===== src/rtl/logicnet_lut_layer_seq.sv =====
// Time-multiplexed LogicNet layer: NEURONS truth-table neurons share one
// runtime-loadable LUT RAM and are evaluated one neuron per cycle.
// Ports: clk, rst (async, active-high);
//   s_valid/s_ready/s_data : input word stream;
//   m_valid/m_ready/m_data : output word stream;
//   cfg_we/cfg_addr/cfg_data : table write port, cfg_busy when ignored;
//   eval_cnt : saturating count of output transfers.
// Optional macro LOGICNET_LUT_CNT_EN enables the eval_cnt counter;
// without it eval_cnt is tied to zero.
module logicnet_lut_layer_seq #(
  parameter int IN_BITS  = 4,
  parameter int OUT_BITS = 2,
  parameter int NEURONS  = 4,
  localparam int IDX_W   = (NEURONS > 1) ? $clog2(NEURONS) : 1
) (
  input  logic                         clk,
  input  logic                         rst,
  input  logic                         s_valid,
  output logic                         s_ready,
  input  logic [NEURONS*IN_BITS-1:0]   s_data,
  output logic                         m_valid,
  input  logic                         m_ready,
  output logic [NEURONS*OUT_BITS-1:0]  m_data,
  input  logic                         cfg_we,
  input  logic [IDX_W+IN_BITS-1:0]     cfg_addr,
  input  logic [OUT_BITS-1:0]          cfg_data,
  output logic                         cfg_busy,
  output logic [15:0]                  eval_cnt
);

  localparam int DEPTH = 2 ** (IDX_W + IN_BITS);
  localparam logic [IDX_W-1:0] LAST = IDX_W'(NEURONS - 1);
  localparam logic [IDX_W:0] NLIM = (IDX_W + 1)'(NEURONS);

  typedef enum logic [1:0] {IDLE, EVAL, DONE} state_t;

  state_t state_q, state_d;

  logic [NEURONS*IN_BITS-1:0] din_q;
  logic [IDX_W-1:0]           idx_q;
  logic [IN_BITS-1:0]         ent;
  logic [OUT_BITS-1:0]        rd;
  logic [IDX_W-1:0]           cidx;
  logic                       cfg_ok;

  // Distributed LUT RAM; deliberately not reset so tables survive rst.
  logic [OUT_BITS-1:0] mem [DEPTH];

  assign cidx   = cfg_addr[IDX_W+IN_BITS-1 -: IDX_W];
  assign cfg_ok = cfg_we && (state_q == IDLE)
               && ({1'b0, cidx} < NLIM);

  always_ff @(posedge clk) begin
    if (cfg_ok) mem[cfg_addr] <= cfg_data;
  end

  // Combinational read of the current neuron's entry.
  assign ent = din_q[idx_q*IN_BITS +: IN_BITS];
  assign rd  = mem[{idx_q, ent}];

  always_ff @(posedge clk or posedge rst) begin
    if (rst) state_q <= IDLE;
    else     state_q <= state_d;
  end

  always_comb begin
    state_d  = state_q;
    s_ready  = 1'b0;
    m_valid  = 1'b0;
    cfg_busy = 1'b1;
    unique case (state_q)
      IDLE: begin
        s_ready  = 1'b1;
        cfg_busy = 1'b0;
        if (s_valid) state_d = EVAL;
      end
      EVAL: begin
        if (idx_q == LAST) state_d = DONE;
      end
      DONE: begin
        m_valid = 1'b1;
        if (m_ready) state_d = IDLE;
      end
      default: state_d = IDLE;
    endcase
  end

  always_ff @(posedge clk or posedge rst) begin
    if (rst) begin
      din_q  <= '0;
      idx_q  <= '0;
      m_data <= '0;
    end else begin
      if (state_q == IDLE && s_valid) begin
        din_q <= s_data;
        idx_q <= '0;
      end
      if (state_q == EVAL) begin
        m_data[idx_q*OUT_BITS +: OUT_BITS] <= rd;
        idx_q <= idx_q + IDX_W'(1);
      end
    end
  end

`ifdef LOGICNET_LUT_CNT_EN
  logic [15:0] cnt_q;

  always_ff @(posedge clk or posedge rst) begin
    if (rst)
      cnt_q <= '0;
    else if (m_valid && m_ready && cnt_q != 16'hFFFF)
      cnt_q <= cnt_q + 16'd1;
  end

  assign eval_cnt = cnt_q;
`else
  assign eval_cnt = 16'h0000;
`endif

endmodule

===== config.mk =====
export PLATFORM = sky130hd
export DESIGN_NAME = logicnet_lut_layer_seq
export DESIGN_NICKNAME = d
export VERILOG_FILES = /design/src/rtl/logicnet_lut_layer_seq.sv
export SDC_FILE = /design/constraint.sdc
export NUM_CORES = 1
export LEC_CHECK = 0
export CORE_ASPECT_RATIO = 1.2
export CORE_MARGIN = 5
export CORE_UTILIZATION = 47
export CTS_BUF_LIST = sky130_fd_sc_hd__clkbuf_4 sky130_fd_sc_hd__clkbuf_8
export CTS_CLUSTER_SIZE = 20
export DETAILED_ROUTE_END_ITERATION = 16
export GPL_TIMING_DRIVEN = 0
export PLACE_DENSITY = 0.77
export SYNTH_ARGS = -nofsm -noshare
export SYNTH_HDL_FRONTEND = slang
export SYNTH_SLANG_ARGS = --single-unit

===== constraint.sdc =====
create_clock -name clk -period 7.4 [get_ports clk]
set_input_delay 0.74 -clock clk [delete_from_list [all_inputs] [get_ports clk]]
set_output_delay 0.74 -clock clk [all_outputs]
set_load 0.01 [all_outputs]

==> metrics.txt, run 1 <==
Core Area 14400 um2; # hold bufs at CTS 0; max cap viols 0; TritonCTS clock tree done; Post-Syn Instances 475; Worst EP required 7.72 ns; crit-path cells mux4_2 -> buf_2 -> nor2b_1 -> a22oi_1 -> and3_1 -> a2111o_1 -> a21oi_2 -> o21ai_1; Clock Latency Late Sink 0.44 ns; Ys Warns 0; synth cell count leaders edfxtp_1, nor2_1, mux2i_1; status complete, no violations; vias per cell 5.63; Final Max Tran Viols 0; Worst-Margin Slew 1.05 ns; post-synthesis register bit count 156; most common cell in the synthesized netlist edfxtp_1; DR iter-0 viols 446; PostCTS Resize Cnt 0; nets 581; crit start category register; initial antenna violation count 0; global route overflow 0; Slowest-stage cell, CP nor2b_1; detailed placement HPWL 9.96 mm; H-tree Lvls 4; sequential area share after synthesis 65.9%; total number of vias 4135; setup TNS 0 ns; CTS Buffer Depth 2; pin count of the biggest net entering global routing 51; Final setup viols 0; Clock Tree Root clkbuf_8; Site Rows 48; first-pass GRT wire length 23.1 mm; clk_skew 0.00940 ns; Post-route DRC 0; GRT Util Overall 18.0%; max incr delay on CP 0.56 ns; maximum vdd drop 0.000141 V; post-layout util 55.6%; post-CTS setup buffer count 0; GP Congestion 0.813; final period utilization 42.5%; vias in the first global route 4300; total CTS buffers 17; Final Hold Viols 0; Die Width 121 um; die height 143 um; fmax 318 MHz; critical path type register to register; CP Capture Type register; Post-synth EDFFs 128; Hold Slack 0.488 ns; fin crit period 3.14 ns; Starting Density 47.9%; static leakage 2.93 nW; largest area contributor in the netlist edfxtp_1; I/O Pins 56; PortBufs 36; CP Buf/Inv Count 1; HP Class register to register; worst-path fanout max 10; # diodes 0; area grow syn2layout 16.2%; Avg Inst Size Synth 14.5 um2; Cell variety after synth 42; Worst EP arrival 3.46 ns; DRT Pass-1 Iters 5; asr flop ratio synth 17.9%; aggregate routed wire length 14.6 mm; RSZ-0062 raised after global routing no; Slew HR 29.8%; Final Power 3.27 mW; PwrDens 408 nW/um2; Clock transition at path regs 0.08 ns; DIE AREA 17200 um2; synthesized area 6900 um2; clock sink count 156; top cells by area, synth edfxtp_1, dfrtp_1, mux2i_1, mux4_2, nor2_1; number of fill cells 1183; ys flop type edfxtp_1; Avg WL per Cell 19.9 um; Top Family by Delay on Critical Path compound AO/OA/AOI/OAI gates; antenna-violating nets left 0; Synth top area share 55.7%; layout cells sized above 1 14.8%
## cells in the final DEF (no fill, tap or decap), types with 9 or more instances in the layout
cell type / netlist / final
edfxtp_1: 128 / 128
nor2_1: 72 / 72
mux2i_1: 61 / 61
clkdlybuf4s50_1: 0 / 34
dfrtp_1: 28 / 28
nand2_1: 24 / 24
buf_4: 19 / 19
clkbuf_8: 0 / 17
mux2_1: 16 / 16
conb_1: 1 / 16
mux4_2: 13 / 13
a22oi_1: 12 / 12
nand3_1: 10 / 10
o21ai_1: 10 / 10
clkbuf_1: 9 / 9
## cell families after synthesis
| family | share of synthesized area (%) |
|---|---|
| other | 0.0543 |
| DFF | 65.9 |
| muxes | 16.0 |
| and+or+nand+nor | 8.59 |
| AOI/OAI and AO/OA | 4.42 |
| buffers and inverters | 4.13 |
| adders and majority gates | 0.907 |
## state kept, by name, summed over array words and instances, names as in the netlist
register  count
m_data        8
idx_q         2
din_q        16
state_q       2
mem         128
## layout make-up
type                    instances  area, um2  share of cell area, %
flip-flops and latches        156       4540                   56.7
multi-input cells             289       2130                   26.5
repair buffers                 38        390                   4.87
clock buffers                  21        264                   3.29
plain buffers                  38        259                   3.23
well taps                     175        219                   2.73
clock inverters                11        190                   2.37
inverters                       7       26.3                  0.328
## report_power, final
part           leakage (nW)  switching (mW)  internal (mW)
sequential             1.50          0.0615           1.03
combinational          1.20           0.807          0.667
clock                 0.234           0.297          0.417
## worst paths after layout
| kind | start | end | slack (ns) | depth (start not counted) |
|---|---|---|---|---|
| setup / recovery | idx_q[0] | m_data[3] | 4.26 | 8 |
| hold / removal | m_data[5] | m_data[5] | 0.49 | 2 |
| setup reg to reg | idx_q[0] | m_data[3] | 4.26 | 8 |
| hold reg to reg | m_data[5] | m_data[5] | 0.49 | 2 |
| max in group asynchronous | rst | m_data[0] | 5.89 | 2 |
| min in group asynchronous | rst | din_q[12] | 0.87 | 2 |
## per-stage QoR
step                std cells  cell area, um2  setup slack [ns]
global route              735            8020              4.14
detailed placement        703            7570              4.27
global placement          701            7540              4.28
finish                    735            8020              4.26
floorplan                 490            6960              4.91
CTS                       735            8020              4.23
## routing by layer
| metal | wire length [um] | up-vias | global-route usage [%] |
|---|---|---|---|
| met4 | 284 | 0 | 7.58 |
| met3 | 1010 | 24 | 4.56 |
| met5 | 0 | - | 0 |
| met2 | 7520 | 185 | 30.9 |
| met1 | 5780 | 2041 | 21.6 |
| li1 | - | 1885 | - |
## worst reg2reg max path, stage by stage, from the launching register on
cell and delay [ns]:
dfrtp_1 0.52, mux4_2 0.55, buf_2 0.24, nor2b_1 0.57, a22oi_1 0.16, and3_1 0.21
a2111o_1 0.42, a21oi_2 0.25, o21ai_1 0.11
Power figures use the tool's default switching activity.
==> inputs of run 2 (changes only) <==
--- a/config.mk
+++ b/config.mk
@@ -12,7 +12,7 @@
 export CTS_CLUSTER_SIZE = 20
 export DETAILED_ROUTE_END_ITERATION = 16
 export GPL_TIMING_DRIVEN = 0
-export PLACE_DENSITY = 0.77
+export PLACE_DENSITY = 0.79
 export SYNTH_ARGS = -nofsm -noshare
 export SYNTH_HDL_FRONTEND = slang
 export SYNTH_SLANG_ARGS = --single-unit
==> constraint.sdc (replaced) <==
create_clock -name clk -period 2.5 [get_ports clk]
set_input_delay 0.25 -clock clk [delete_from_list [all_inputs] [get_ports clk]]
set_output_delay 0.25 -clock clk [all_outputs]
set_load 0.01 [all_outputs]
==> metrics.txt, run 2 (synthesized netlist as in run 1, its figures left out) <==
Largest regs mem x128, din_q x16, m_data x8; Worst EP required 2.86 ns; R2R Setup Slk -0.17 ns; most common cell after layout, fill and taps aside edfxtp_1; max reg flops 128; placed cells 703; Final Hold Viols 0; total CTS buffers 17; static leakage 2.99 nW; routed wl met3 1.23 mm; DIE AREA 17200 um2; detailed placement HPWL 9.99 mm; register area 4550 um2; critical path type register to register; fmax 375 MHz; violated checks setup timing; pin count of the biggest net entering global routing 63; crit-path cells mux4_2 -> buf_12 -> buf_4 -> mux4_2 -> mux2_4 -> o21ai_4 -> a2bb2oi_2 -> a41o_1; Clock Tree Root clkbuf_8; CP Capture Type register; Core Area 14400 um2; Worst Hold End mem[52][0]; clock sink count 156; RSZ-0062 raised after global routing yes; reg2reg end m_data[6]; layout cells sized above 1 19.5%; total number of vias 4235; vias in the first global route 4368; Starting Density 47.9%; post-route non-filler standard cell count 750; setup TNS -1.13 ns; Worst EP arrival 3.02 ns; setup ws final -0.167 ns; number of fill cells 1123; Die Width 121 um; # diodes 0; most frequent cells in the layout edfxtp_1, nor2_1, mux2i_1; Clock transition at path regs 0.08 ns; GRT Util Overall 18.3%; Worst path most repeated cell mux4_2; status finished with violations; TritonCTS clock tree done; I/O Pins 56; max incr delay on CP 0.57 ns; Avg WL per Cell 20.2 um; CP Buf/Inv Count 2; nets 596; Slowest-stage cell, CP mux4_2; HP Class primary input to register; multi-input logic area 2210 um2; DRT Pass-1 Iters 6; Reg with most FFs mem; antenna-violating nets left 0; Top Family by Delay on Critical Path multiplexers; area grow syn2layout 18.8%; Hold Startpoint cfg_data[0]; PwrDens 1250 nW/um2; fin crit period 2.67 ns; first-pass GRT wire length 23.5 mm; wire length on met1 5.73 mm; Critical R2R Launch idx_q[0]; Final Max Tran Viols 0; final period utilization 107%; max cap viols 0; CTS Buffer Depth 2; global route overflow 0; vias per cell 5.65; DR iter-0 viols 488; GP Congestion 0.794; initial antenna violation count 0; PortBufs 36; DR WL met2 7.66 mm; Worst-Margin Slew 1.04 ns; Site Rows 48; R2R depth 8; Post-route DRC 0; H-tree Lvls 4; worst-path fanout max 9; clk_skew 0.0123 ns; Hold Crit Depth 1; aggregate routed wire length 15.2 mm; Final setup viols 8; crit start category register; top layer reached by signal wires met4; die height 143 um; Clock Latency Late Sink 0.47 ns; Slew HR 30.3%; maximum vdd drop 0.000468 V
[run 2: area by class of cell]
cell class / instances / area share (%)
flip-flops and latches: 156 / 55.5
multi-input cells: 289 / 27.0
repair buffers: 55 / 6.53
plain buffers: 36 / 3.48
clock buffers: 17 / 2.85
well taps: 175 / 2.67
clock inverters: 15 / 1.71
inverters: 7 / 0.321
[run 2: worst max-delay path by stage]
stage                  start        end  slack [ns]  depth (start not counted)
floorplan           idx_q[0]  m_data[1]       0.009                          9
global route        idx_q[0]  m_data[1]       -0.25                          9
finish              idx_q[0]  m_data[6]       -0.17                          8
global placement    idx_q[0]  m_data[5]       -0.68                          8
detailed placement  idx_q[0]  m_data[1]       -0.62                          8
CTS                 idx_q[0]  m_data[1]       -0.20                          9
[run 2: routing by layer]
metal  vias up  track usage [%]
met1      2046             21.3
met5         -                0
met4         0             8.59
met3        53             4.99
li1       1909                -
met2       227             31.7
[run 2: report_power, final]
group / switching (mW) / internal (mW)
Sequential: 0.178 / 3.04
Clock: 0.981 / 0.797
Combinational: 2.67 / 2.58
Total: 3.83 / 6.41
[run 2: timing repair]
item                                    CTS  global route
gates cloned                              0             1
pin swaps                                 3             4
endpoints found under the hold margin     0             0
hold buffers                              0             0
endpoints found under the setup margin    8             8
setup buffers                             3            13
gates resized for setup                  20            10
[run 2: per-stage QoR]
stage	area (um2)	hold WS, ns	power, mW	setup slack, ns	utilization, %
finish	8200	0.0247	10.2	-0.167	56.9
detailed placement	7570	0.477	7.59	-0.622	52.5
CTS	8040	0.00415	9.69	-0.196	55.8
global route	8200	0.00248	10.7	-0.249	56.9
floorplan	6960	0.315	6.35	0.00861	-
global placement	7540	0.465	7.53	-0.680	52.3
==> inputs of run 3 (changes only) <==
--- a/config.mk
+++ b/config.mk
@@ -5,14 +5,17 @@
 export SDC_FILE = /design/constraint.sdc
 export NUM_CORES = 1
 export LEC_CHECK = 0
+export ABC_CLOCK_PERIOD_IN_PS = 2500
+export CELL_PAD_IN_SITES_DETAIL_PLACEMENT = 0
+export CELL_PAD_IN_SITES_GLOBAL_PLACEMENT = 2
 export CORE_ASPECT_RATIO = 1.2
 export CORE_MARGIN = 5
-export CORE_UTILIZATION = 47
+export CORE_UTILIZATION = 39
 export CTS_BUF_LIST = sky130_fd_sc_hd__clkbuf_4 sky130_fd_sc_hd__clkbuf_8
 export CTS_CLUSTER_SIZE = 20
 export DETAILED_ROUTE_END_ITERATION = 16
 export GPL_TIMING_DRIVEN = 0
-export PLACE_DENSITY = 0.79
+export PLACE_DENSITY = 0.88
 export SYNTH_ARGS = -nofsm -noshare
 export SYNTH_HDL_FRONTEND = slang
 export SYNTH_SLANG_ARGS = --single-unit
==> metrics.txt, run 3 (synthesized netlist as in run 1, its figures left out) <==
Site Rows 53; crit-path cells mux4_2 -> buf_12 -> buf_8 -> mux2i_2 -> mux4_2 -> o21ai_1 -> a2111o_1 -> a21oi_4 -> o21ai_1; setup ws final -0.183 ns; nets 588; max incr delay on CP 0.59 ns; global route overflow 0; CP Capture Type register; CP Buf/Inv Count 2; HP Class primary input to register; antenna-violating nets left 0; most common cell after layout, fill and taps aside edfxtp_1; Die Width 131 um; layout cells sized above 1 19.6%; Flop pwr share 30.7%; final non-filler cell area 8280 um2; clk_skew 0.00811 ns; most frequent cells in the layout edfxtp_1, nor2_1, mux2i_1; area grow syn2layout 20.1%; crit start category register; first-pass GRT wire length 24.6 mm; post-layout util 47.5%; Final Max Tran Viols 0; max cap viols 0; pin count of the biggest net entering global routing 53; static leakage 2.99 nW; Hold Slack 0.181 ns; # hold bufs at CTS 0; initial antenna violation count 0; CTS Buffer Depth 2; GRT Util Overall 15.8%; Top Family by Delay on Critical Path multiplexers; critical path type register to register; vias per cell 5.18; total number of vias 4075; maximum vdd drop 0.000593 V; violated checks setup timing; Reg with most FFs mem; PwrDens 1260 nW/um2; Logic pwr share 51.6%; GP Congestion 0.793; Slowest-stage cell, CP mux4_2; Clock Tree Root clkbuf_8; Final Hold Viols 0; # diodes 0; Starting Density 39.6%; Clock transition at path regs 0.09 ns; Cell Int Power 6.54 mW; DIE AREA 20500 um2; number of fill cells 1513; status finished with violations; H-tree Lvls 4; DR iter-0 viols 291; clock share of power 17.7%; fin crit period 2.68 ns; Avg WL per Cell 20.0 um; PortBufs 36; detailed placement HPWL 10.7 mm; Worst-Margin Slew 1.02 ns; multi-input logic area 2270 um2; aggregate routed wire length 15.7 mm; vias in the first global route 4305; pre-CTS WS -0.713 ns; clock sink count 156; RSZ-0062 raised after global routing yes; DRT Pass-1 Iters 5; I/O Pins 56; Final setup viols 8; Worst EP arrival 3.02 ns; Core Area 17400 um2; Slew HR 31.8%; register area 4550 um2; Net Switching 3.88 mW; Worst EP required 2.84 ns; Placed Area 7620 um2; Post-route DRC 0; sw frac 37.2%; Largest regs mem x128, din_q x16, m_data x8; max reg flops 128; TritonCTS clock tree done; worst-path fanout max 6; final period utilization 107%; die height 156 um; fmax 373 MHz; Clock Latency Late Sink 0.45 ns; total CTS buffers 17
[run 3: cell types whose count changed in the layout (fill, tap and decap cells not counted), moves of 2 or more]
cell        change
buf_4           -8
a211oi_1        -2
a211oi_2        +2
buf_6           -2
clkbuf_2        +2
clkbuf_4        +2
clkinvlp_4      -2
mux2i_1         -2
mux2i_2         +2
[run 3: per-stage QoR]
stage	power (mW)	TNS, ns	cells
after floorplan	6.35	0	490
after global placement	7.64	-10.98	746
after detailed placement	7.67	-4.26	748
after CTS	10.4	-1.03	787
after global routing	10.9	-1.72	787
final	10.4	-1.05	787
[run 3: metal layers]
metal  track usage (%)  vias to the layer above  share of wire, %
met3              3.81                       31               5.8
met5                 0                        -                 0
met1              19.9                     2023                42
met2              26.4                      126                49
li1                  -                     1895                 -
met4              6.71                        0               3.0
[run 3: worst paths after layout]
check                                 start         end  slack [ns]  cells past startpoint
worst max-delay path               idx_q[0]   m_data[5]       -0.18                      9
worst min-delay path            cfg_data[1]  mem[10][1]        0.18                      1
worst max register to register     idx_q[0]   m_data[5]       -0.18                      9
worst min register to register    din_q[13]   din_q[13]        0.49                      1
max in group asynchronous               rst    idx_q[0]        1.47                      2
min in group asynchronous               rst    din_q[1]        0.35                      2
[run 3: power by group through the flow]
stage | logic, mW | registers, mW | clock network [mW]
2_1_floorplan | 3.11 | 3.24 | 0
3_3_place_gp | 4.38 | 3.26 | 0
3_5_place_dp | 4.40 | 3.27 | 0
4_1_cts | 5.34 | 3.21 | 1.86
5_1_grt | 5.71 | 3.24 | 1.98
6_report | 5.38 | 3.20 | 1.84
[run 3: timing repair]
item / 4_1_cts / 5_1_grt
setup endpoints to repair: 8 / 9
gates resized for setup: 37 / 7
cloned: 1 / 0
pin swaps: 15 / 2
buffers inserted: 7 / 0
[run 3: final cells by class]
class | count | share of cell area (%)
Buffer | 37 | 3.47
Timing Repair Buffer | 46 | 5.92
Clock buffer | 19 | 3.01
Multi-Input combinational cell | 289 | 27.4
Clock inverter | 13 | 1.71
Tap cell | 220 | 3.32
Sequential cell | 156 | 54.9
Inverter | 7 | 0.317
